[src/rtl/gac_pkg.sv]
// Shared definitions for the gac packet generator: config map, opcodes,
// MD field offsets, FSM encoding and the MD packing helper.
package gac_pkg;

    localparam int MD_W  = 256;
    localparam int PHV_W = 1024;
    localparam int CFG_W = 134;

    localparam logic [2:0] CFG_WR   = 3'b010;
    localparam logic [2:0] CFG_RD   = 3'b001;
    localparam logic [3:0] CFG_RESP = 4'b1011;

    localparam logic [31:0] ADDR_PROTO = 32'h7000_0010;
    localparam logic [31:0] ADDR_LEN   = 32'h7000_0011;
    localparam logic [31:0] ADDR_NUM   = 32'h7000_0012;
    localparam logic [31:0] ADDR_GAP   = 32'h7000_0013;
    localparam logic [31:0] ADDR_CTRL  = 32'h7000_0014;
    localparam logic [31:0] ADDR_CNT   = 32'h7000_0018;
    localparam logic [31:0] ADDR_STAT  = 32'h7000_0019;

    localparam int MD_LEN_LSB   = 96;
    localparam int MD_SMID_LSB  = 88;
    localparam int MD_DMID_LSB  = 80;
    localparam int MD_PROTO_LSB = 72;
    localparam int MD_SEQ_LSB   = 32;
    localparam int MD_TS_LSB    = 0;

    typedef enum logic [1:0] {
        IDLE = 2'd0,
        SEND = 2'd1,
        GAP  = 2'd2,
        DONE = 2'd3
    } gac_state_t;

    function automatic logic [MD_W-1:0] build_md(
        input logic [11:0] len,
        input logic [7:0]  smid,
        input logic [7:0]  dmid,
        input logic [7:0]  proto,
        input logic [31:0] seq,
        input logic [31:0] ts
    );
        logic [MD_W-1:0] md;
        md = '0;
        md[MD_LEN_LSB   +: 12] = len;
        md[MD_SMID_LSB  +: 8]  = smid;
        md[MD_DMID_LSB  +: 8]  = dmid;
        md[MD_PROTO_LSB +: 8]  = proto;
        md[MD_SEQ_LSB   +: 32] = seq;
        md[MD_TS_LSB    +: 32] = ts;
        return md;
    endfunction

endpackage

[src/rtl/gac_cfg_regs.sv]
// Config chain slice: decodes accepted words, holds the run parameters,
// answers status reads and forwards every accepted word one cycle later.
import gac_pkg::*;

module gac_cfg_regs (
    input  logic             clk,
    input  logic             rst,
    input  logic [CFG_W-1:0] cin_data,
    input  logic             cin_data_wr,
    input  logic             cin_ready,
    output logic             cout_ready,
    output logic [CFG_W-1:0] cout_data,
    output logic             cout_data_wr,
    input  logic [31:0]      sent_cnt,
    input  logic             sent_start,
    input  logic             sent_end,
    output logic [7:0]       proto,
    output logic [11:0]      pkt_len,
    output logic [31:0]      pkt_num,
    output logic [15:0]      gap,
    output logic             start,
    output logic             abort
);

    logic             accept;
    logic             wr_hit;
    logic [2:0]       opcode;
    logic [31:0]      addr;
    logic [31:0]      wdata;
    logic [CFG_W-1:0] fwd_next;
    logic [CFG_W-1:0] cout_data_reg;
    logic             cout_data_wr_reg;
    logic [7:0]       proto_reg;
    logic [11:0]      pkt_len_reg;
    logic [31:0]      pkt_num_reg;
    logic [15:0]      gap_reg;

    assign accept = cin_data_wr && cin_ready;
    assign opcode = cin_data[126:124];
    assign addr   = cin_data[95:64];
    assign wdata  = cin_data[31:0];
    assign wr_hit = accept && (opcode == CFG_WR);

    // Control bits are pulses for the FSM in the acceptance cycle; nothing is stored.
    assign start = wr_hit && (addr == ADDR_CTRL) && wdata[0];
    assign abort = wr_hit && (addr == ADDR_CTRL) && wdata[1];

    always_comb begin
        fwd_next = cin_data;
        if (accept && (opcode == CFG_RD)) begin
            case (addr)
                ADDR_CNT:  fwd_next = {cin_data[133:128], CFG_RESP, cin_data[123:32], sent_cnt};
                ADDR_STAT: fwd_next = {cin_data[133:128], CFG_RESP, cin_data[123:32],
                                       30'b0, sent_end, sent_start};
                default:   fwd_next = cin_data;
            endcase
        end
    end

    always_ff @(posedge clk) begin
        if (rst) begin
            cout_data_reg    <= '0;
            cout_data_wr_reg <= 1'b0;
            proto_reg        <= '0;
            pkt_len_reg      <= '0;
            pkt_num_reg      <= '0;
            gap_reg          <= '0;
        end else begin
            cout_data_wr_reg <= accept;
            if (accept) begin
                cout_data_reg <= fwd_next;
            end
            if (wr_hit) begin
                case (addr)
                    ADDR_PROTO: proto_reg   <= wdata[7:0];
                    ADDR_LEN:   pkt_len_reg <= wdata[11:0];
                    ADDR_NUM:   pkt_num_reg <= wdata;
                    ADDR_GAP:   gap_reg     <= wdata[15:0];
                    default:    ;
                endcase
            end
        end
    end

    assign cout_ready   = cin_ready;
    assign cout_data    = cout_data_reg;
    assign cout_data_wr = cout_data_wr_reg;
    assign proto        = proto_reg;
    assign pkt_len      = pkt_len_reg;
    assign pkt_num      = pkt_num_reg;
    assign gap          = gap_reg;

endmodule

[src/rtl/gac_pkt_gen.sv]
// Packet generator toward scm: run FSM, free-running timestamp and MD/PHV
// formatting, with the config register slice instantiated alongside.
import gac_pkg::*;

module gac_pkt_gen #(
    parameter logic [7:0] SMID    = 8'd5,
    parameter logic [7:0] DST_MID = 8'd7
) (
    input  logic              clk,
    input  logic              rst,
    output logic [MD_W-1:0]   out_gac_md,
    output logic              out_gac_md_wr,
    input  logic              in_gac_md_alf,
    output logic [PHV_W-1:0]  out_gac_phv,
    output logic              out_gac_phv_wr,
    input  logic              in_gac_phv_alf,
    output logic              gac2scm_sent_start,
    output logic              gac2scm_sent_end,
    input  logic [CFG_W-1:0]  cin_gac_data,
    input  logic              cin_gac_data_wr,
    output logic              cout_gac_ready,
    output logic [CFG_W-1:0]  cout_gac_data,
    output logic              cout_gac_data_wr,
    input  logic              cin_gac_ready
);

    gac_state_t       state_reg, state_next;
    logic [7:0]       proto;
    logic [11:0]      pkt_len;
    logic [31:0]      pkt_num;
    logic [15:0]      gap;
    logic             start, abort;
    logic [31:0]      ts_reg;
    logic [31:0]      seq_reg;
    logic [31:0]      sent_cnt_reg;
    logic [31:0]      run_num_reg;
    logic [15:0]      gap_cnt_reg;
    logic [MD_W-1:0]  md_reg;
    logic [31:0]      phv_seq_reg;
    logic             md_wr_reg;
    logic             alf;
    logic             idle_like;
    logic             launch;
    logic             fire;
    logic             last;
    logic             sent_start, sent_end;

    gac_cfg_regs u_cfg (
        .clk          (clk),
        .rst          (rst),
        .cin_data     (cin_gac_data),
        .cin_data_wr  (cin_gac_data_wr),
        .cin_ready    (cin_gac_ready),
        .cout_ready   (cout_gac_ready),
        .cout_data    (cout_gac_data),
        .cout_data_wr (cout_gac_data_wr),
        .sent_cnt     (sent_cnt_reg),
        .sent_start   (sent_start),
        .sent_end     (sent_end),
        .proto        (proto),
        .pkt_len      (pkt_len),
        .pkt_num      (pkt_num),
        .gap          (gap),
        .start        (start),
        .abort        (abort)
    );

    assign alf       = in_gac_md_alf || in_gac_phv_alf;
    assign idle_like = (state_reg == IDLE) || (state_reg == DONE);
    assign launch    = idle_like && start && !abort && (pkt_num != 32'd0);
    assign fire      = (state_reg == SEND) && !abort && !alf;
    assign last      = (sent_cnt_reg + 32'd1) == run_num_reg;

    always_ff @(posedge clk) begin
        if (rst) begin
            state_reg <= IDLE;
        end else begin
            state_reg <= state_next;
        end
    end

    always_comb begin
        state_next = state_reg;
        case (state_reg)
            IDLE, DONE: begin
                if (start && !abort) begin
                    state_next = (pkt_num == 32'd0) ? DONE : SEND;
                end
            end
            SEND: begin
                if (abort) begin
                    state_next = DONE;
                end else if (!alf) begin
                    if (last) begin
                        state_next = DONE;
                    end else if (gap != 16'd0) begin
                        state_next = GAP;
                    end
                end
            end
            GAP: begin
                if (abort) begin
                    state_next = DONE;
                end else if (gap_cnt_reg == 16'd1) begin
                    state_next = SEND;
                end
            end
            default: state_next = IDLE;
        endcase
    end

    // The strobe is registered, so the window keeps sent_start up through the
    // final strobe cycle and only then hands over to sent_end.
    always_comb begin
        sent_start = md_wr_reg || (state_reg == SEND) || (state_reg == GAP);
        sent_end   = (state_reg == DONE) && !md_wr_reg;
    end

    always_ff @(posedge clk) begin
        if (rst) begin
            ts_reg       <= '0;
            seq_reg      <= '0;
            sent_cnt_reg <= '0;
            run_num_reg  <= '0;
            gap_cnt_reg  <= '0;
            md_reg       <= '0;
            phv_seq_reg  <= '0;
            md_wr_reg    <= 1'b0;
        end else begin
            ts_reg    <= ts_reg + 32'd1;
            md_wr_reg <= fire;
            if (launch) begin
                seq_reg      <= '0;
                sent_cnt_reg <= '0;
                run_num_reg  <= pkt_num;
            end
            if (fire) begin
                // Timestamp is the value the counter shows while the strobe is high.
                md_reg       <= build_md(pkt_len, SMID, DST_MID, proto, seq_reg, ts_reg + 32'd1);
                phv_seq_reg  <= seq_reg;
                seq_reg      <= seq_reg + 32'd1;
                sent_cnt_reg <= sent_cnt_reg + 32'd1;
                gap_cnt_reg  <= gap;
            end else if (state_reg == GAP) begin
                gap_cnt_reg <= gap_cnt_reg - 16'd1;
            end
        end
    end

    assign out_gac_md         = md_reg;
    assign out_gac_md_wr      = md_wr_reg;
    assign out_gac_phv        = {{(PHV_W-32){1'b0}}, phv_seq_reg};
    assign out_gac_phv_wr     = md_wr_reg;
    assign gac2scm_sent_start = sent_start;
    assign gac2scm_sent_end   = sent_end;

endmodule

[config.mk]
export PLATFORM = sky130hd
export DESIGN_NAME = gac_pkt_gen
export DESIGN_NICKNAME = d
export VERILOG_FILES = /design/src/rtl/gac_pkg.sv /design/src/rtl/gac_cfg_regs.sv /design/src/rtl/gac_pkt_gen.sv
export SDC_FILE = /design/constraint.sdc
export NUM_CORES = 1
export LEC_CHECK = 0
export ABC_AREA = 1
export CORE_AREA = 5 5 609 611
export DETAILED_ROUTE_END_ITERATION = 12
export DIE_AREA = 0 0 614 616
export SLEW_MARGIN = 0
export SYNTH_ARGS = -nofsm -noshare
export SYNTH_HDL_FRONTEND = slang
export SYNTH_HIERARCHICAL = 1
export SYNTH_SLANG_ARGS = --single-unit
[constraint.sdc]
create_clock -name clk -period 6.3 [get_ports clk]
set_input_delay 1.26 -clock clk [delete_from_list [all_inputs] [get_ports clk]]
set_output_delay 1.26 -clock clk [all_outputs]
set_load 0.02 [all_outputs]
# Word level (Yosys, flattened, before mapping)
# Cells that the tools add are included.
dict set report totals {
  ff_bits 471
  in_bits 140
  out_inout_bits 1420
  elab_cells 85
}
dict set report classes {
  n_addsub 4
  reduce_logical 32
  mux 16
  eq_ne 18
}
# operator n
set op_table {}
lappend op_table {{case mux 128 bit (2 select lines)} 1}
lappend op_table {{== test 32 x 31 -> 1 bit (second input constant)} 7}
lappend op_table {{two-way mux 128 bit} 1}
lappend op_table {{adder 32 x 1 -> 32 bit (second input constant)} 3}
lappend op_table {{two-way mux 32 bit} 3}
lappend op_table {{== test 32 bit} 1}
lappend op_table {{zero test 32 bit} 1}
lappend op_table {{two-way mux 16 bit} 2}
lappend op_table {{nonzero test 32 bit} 1}
lappend op_table {{== test 16 x 1 -> 1 bit (second input constant)} 1}
lappend op_table {{two-way mux 2 bit} 8}
lappend op_table {{nonzero test 16 bit} 1}
lappend op_table {{subtractor 16 x 1 -> 16 bit (second input constant)} 1}
lappend op_table {{logical AND 1 bit} 13}
lappend op_table {{AND reduction 2 bit} 4}
lappend op_table {{!= test 3 bit (second input constant)} 2}
lappend op_table {{case mux 2 bit (3 select lines)} 1}
lappend op_table {{== test 2 bit (second input constant)} 2}
lappend op_table {{logical OR 1 bit} 4}
lappend op_table {{!= test 4 bit (second input constant)} 1}
lappend op_table {{AND reduction 4 bit} 1}
lappend op_table {{nonzero test 2 bit} 2}
lappend op_table {{== test 3 x 1 -> 1 bit (second input constant)} 1}
lappend op_table {{== test 3 x 2 -> 1 bit (second input constant)} 1}
lappend op_table {{other kinds (5)} 7}

# Logic depth before layout (Yosys ltp)
dict set report logic_depth {
  depth_word 9
  depth_mapped 19
  mapped_depth_nobuf 19
}

# By module
# The synthesis kept the hierarchy.
# module instances area_per_inst_um2 cells_each seq_area_each_um2
set modules_own_cells {}
lappend modules_own_cells {gac_pkt_gen 1 20435.8 2880 4644.5}
lappend modules_own_cells {gac_cfg_regs 1 7629.8 1014 4063.9}

# Worst setup path after synthesis
# OpenSTA, ideal clock, no wires.
dict set report synth_path {
  kind {input -> register}
  startpoint {in cin_gac_data[86]}
  endpoint {reg gap_cnt_reg[11]}
  setup_ns 0.074
  n_path_buf 1
  path_stages 14
  slack_ns 2.874
  arrival_ns 3.351
  t_required_ns 6.226
  cell_sequence {nor2_1 -> nand2_1 -> nor2_1 -> nand3_1 -> nor3_1 -> nand3_1 -> nor2_1 -> nor2_1 -> nand2_1 -> clkinv_1 -> nor2_1 -> clkbuf_1 -> nand2_1 -> a31oi_1}
}
dict set report synth_between {
  elab_chain_len 7
  elab_cells_between_ends 8
  classes_between {eq/ne: 1; mux: 1; reduce/logical: 6}
}
# item line_no
set synth_rtl {}
lappend synth_rtl {{start, declared} gac_pkt_gen.sv:19} ;# input logic [CFG_W-1:0] cin_gac_data,
lappend synth_rtl {{== test 32 x 31 -> 1 bit (*)} gac_cfg_regs.sv:46} ;# assign abort = wr_hit && (addr == ADDR_CTRL) && wdata[1];
lappend synth_rtl {{logical AND 1 bit (*) (2 in a row)} gac_cfg_regs.sv:46}
lappend synth_rtl {{net abort} gac_pkt_gen.sv:32} ;# logic start, abort;
lappend synth_rtl {{zero test 1 bit (*)} gac_pkt_gen.sv:71} ;# assign fire = (state_reg == SEND) && !abort && !alf;
lappend synth_rtl {{logical AND 1 bit (*) (2 in a row)} gac_pkt_gen.sv:71}
lappend synth_rtl {{two-way mux 16 bit / nonzero test 2 bit (equally long branches)} n/a}
lappend synth_rtl {{end signal, assigned} gac_pkt_gen.sv:143} ;# gap_cnt_reg <= gap;
lappend synth_rtl {{end signal, assigned} gac_pkt_gen.sv:145} ;# gap_cnt_reg <= gap_cnt_reg - 16'd1;
lappend synth_rtl {{end, declared} gac_pkt_gen.sv:37} ;# logic [15:0] gap_cnt_reg;
# Mark *: on every way through the listed nets, which the timed path passes. The rest lies on a longest branch.
# A chain may end at the register's enable or synchronous reset.

# Worst setup path in the final report
dict set report layout_path {
  startpoint {in cin_gac_data[95]}
  endpoint {reg seq_reg[5]}
}
dict set report layout_between {
  elab_chain_len 7
  elab_cells_between_ends 12
  classes_between {eq/ne: 1; mux: 1; reduce/logical: 10}
}
# item line_no
set layout_rtl {}
lappend layout_rtl {{== test 32 x 31 -> 1 bit (*)} gac_cfg_regs.sv:46}
lappend layout_rtl {{logical AND 1 bit (*) (2 in a row)} gac_cfg_regs.sv:46}
lappend layout_rtl {{net abort} gac_pkt_gen.sv:32}
lappend layout_rtl {{zero test 1 bit (*)} {gac_pkt_gen.sv:70, gac_pkt_gen.sv:71}}
lappend layout_rtl {{logical AND 1 bit, on equally long branches (2 in a row)} {gac_pkt_gen.sv:71, gac_pkt_gen.sv:70}}
lappend layout_rtl {{two-way mux 32 bit / nonzero test 2 bit (equally long branches)} n/a}
lappend layout_rtl {{end signal, assigned} gac_pkt_gen.sv:141} ;# seq_reg <= seq_reg + 32'd1;
lappend layout_rtl {{end, declared} gac_pkt_gen.sv:34} ;# logic [31:0] seq_reg;
# Marked as above.

==> impl_metrics.tcl <==
set metrics [dict create \
    numCtsBuffers 55 \
    crit_type "primary input to flip-flop" \
    synth_cell_type_count 54 \
    cts_setup_buffers 0 \
    wirelength_um 111000 \
    required_ps 6890 \
    clock_sinks 435 \
    vias 21700 \
    drv_cap 0 \
    tightest_slew_ps 1030 \
    start_util_pct 7.70 \
    drc 0 \
    syn_inst 3894 \
    leakage_uw 0.0135 \
    fin_crit_ps 4810 \
    whs_ps 465 \
    initialDrtViolationCount 1236 \
    clk_pin_slew_ps 60 \
    clock_latency_ps 720 \
    syn_avg_cell_area_um2 7.21 \
    crit_path_start_kind "primary input" \
    crit_arrival_ps 5410 \
    grt_overflow_total 0 \
    synth-seq-area-share_pct 31.0 \
    finalHoldViolCount 0 \
    io_pins 1560 \
    async_reset_ff_share_pct 0 \
    hold_class "flip-flop to flip-flop" \
    grt_max_degree 131 \
    fillerInstances 42600 \
    post_drt_wl_per_cell_um 12.3 \
    rsz0062_at_grt "false" \
    cts_tree "built" \
    antenna_found_initial 14 \
    cts_hold_buf 0 \
    cts_resized 0 \
    cellPowerDensity_mw_per_mm2 245 \
    ys_warn_count 6 \
    fin_nets 4342 \
    syn-cell-area_mm2 0.0281 \
    syn_to_final_growth_pct 24.8 \
    outcome "complete, no violations" \
    vdd_drop_max_mv 0.210 \
    grt_usage_pct 5.45 \
    cts-root-buf "clkbuf_16" \
    max_freq_ghz 0.208 \
    die_y_um 616 \
    finalSetupViolations 0 \
    dieArea_mm2 0.378 \
    crit_fanout 130 \
    relSlewSlack_pct 31.2 \
    avgViaCountPerCell 2.39 \
    final-max-slew-violation-count 0 \
    grt_pass1_wl_um 148000 \
    core_area_mm2 0.364 \
    ys.flop_type "dfxtp_1" \
    die_x_um 614 \
    synth_edf_count 0 \
    port_buffers 400 \
    largest_reg_flops 134 \
    critPathCaptureType "flip-flop" \
    grt_pass1_vias 19600 \
    fin_crit_sh_pct 76.4 \
    dr.pass1.iters 5 \
    num_rows 222 \
    postRouteAntennaNets 0 \
    drive_gt1_share_pct 4.03 \
    place.gp.congestion 0.816 \
    finClkSkew_ps 83.4 \
    power.total_uw 8590 \
    fin_tns_setup_ps 0 \
    clk_path_buf_depth 3 \
    yosys_register_bits 435 \
    hpwl_um 91500 \
    htree_levels 2 \
]
## cells in the final DEF, fill, tap and decap left out, drive strengths merged, types with 19 or more instances in the layout
master / synthesis / final
a21oi: 175 / 175
buf: 1223 / 19
clkbuf: 110 / 76
clkdlybuf4s50: 0 / 399
conb: 1 / 1159
dfxtp: 435 / 435
inv: 230 / 235
nand2: 466 / 466
nand3: 123 / 123
nand4: 28 / 28
nor2: 587 / 587
nor3: 36 / 36
nor4: 33 / 33
o211ai: 32 / 32
o21ai: 297 / 297
xor2: 23 / 23
## critical path, stage by stage
cell             delay, ps
clkdlybuf4s50_1        620
nor2_1                  90
nand2_1                110
nor2_1                  80
nand3_1                 80
buf_4                  230
nor3_1                  70
buf_4                  140
nand3_1                110
nor2_1                 120
nor2_1                 190
nand2_4                240
inv_8                  680
buf_4                  740
nand3_1                200
a21oi_1                180
o211ai_1               110
inv_1                   60
## cells in the mapped netlist (3+ instances only)
master | count | share of area [%]
clkbuf_1 | 106 | 1.4
nor2_1 | 568 | 7.6
buf_1 | 3 | 0.040
o21ai_0 | 292 | 5.2
nor3_1 | 31 | 0.55
a21oi_1 | 175 | 3.1
a31oi_1 | 18 | 0.40
o22ai_1 | 6 | 0.13
ha_1 | 8 | 0.36
nand4_1 | 28 | 0.62
o211ai_1 | 32 | 0.86
nor3_2 | 3 | 0.11
xnor2_1 | 12 | 0.37
nor4_1 | 33 | 0.74
nand3_1 | 119 | 2.1
nand3b_1 | 13 | 0.35
buf_6 | 9 | 0.36
nand2_1 | 451 | 6.0
buf_4 | 1198 | 32
xor2_1 | 23 | 0.72
a211oi_1 | 11 | 0.29
nand3_2 | 4 | 0.14
nor2_4 | 10 | 0.40
nand2_2 | 13 | 0.29
buf_2 | 13 | 0.23
dfxtp_1 | 435 | 31
nor2_2 | 8 | 0.18
clkbuf_2 | 4 | 0.071
inv_1 | 229 | 3.1
o21ai_1 | 5 | 0.089
## metrics by stage
stage,instance area (um2),setup slack (ps),utilization [%],std cells
finish,35000,1490,9.61,9068
detailed placement,33100,771,9.07,8953
floorplan,32400,2870,-,5052
global placement,33100,821,9.07,8953
CTS,35000,1510,9.61,9056
global route,35000,1150,9.61,9060
## area by class of cell
type                            count  area (um2)  area share [%]
Sequential cell                   435        8710            24.9
Tap cell                         4816        6030            17.2
Clock inverter                     27         370            1.06
Multi-Input combinational cell   3050       13300            37.8
Clock buffer                       76        1580            4.50
Timing Repair Buffer              418        4180            11.9
Antenna cell                       12        30.0          0.0857
Inverter                          234         898            2.56
## power breakdown
| part | internal [uW] | total, uW | switching, uW |
|---|---|---|---|
| registers | 2910 | 3080 | 166 |
| logic | 572 | 2070 | 1500 |
| clock network | 1980 | 3430 | 1460 |
| total | 5460 | 8590 | 3130 |
## per-layer routing
layer	GRT usage [%]	vias up	part of all wire, %
met5	0	-	0
met4	1.98	0	3.5
met3	1.15	116	6.6
met2	10.8	929	55
met1	5.51	9979	35
li1	-	10600	-
## cell families (layout without fill, tap and decap cells)
| family | Yosys count | count (layout) | synth area share (%) |
|---|---|---|---|
| compound gates | 550 | 550 | 10.5 |
| buf+inv | 1567 | 755 | 37.3 |
| fa+ha+maj | 8 | 8 | 0.357 |
| mux | 1 | 1 | 0.0357 |
| simple gates | 1296 | 1296 | 19.6 |
| other cells | 1 | 1171 | 0.0134 |
| flops | 435 | 435 | 31.0 |
| xor+xnor | 36 | 36 | 1.18 |
## path summary, 6_finish.rpt
check                                  from                 endpoint  slack, ps  depth (start not counted)
setup / recovery           cin_gac_data[95]  seq_reg[5]$_SDFFE_PP0P_       1490                         18
hold / removal         ts_reg[0]$_SDFF_PP0_     ts_reg[0]$_SDFF_PP0_        470                          1
setup reg to reg  state_reg[1]$_SDFFE_PP0P_  seq_reg[5]$_SDFFE_PP0P_       3070                         11
hold reg to reg        ts_reg[0]$_SDFF_PP0_     ts_reg[0]$_SDFF_PP0_        470                          1
Note: power is estimated with default switching activity, not from simulation.
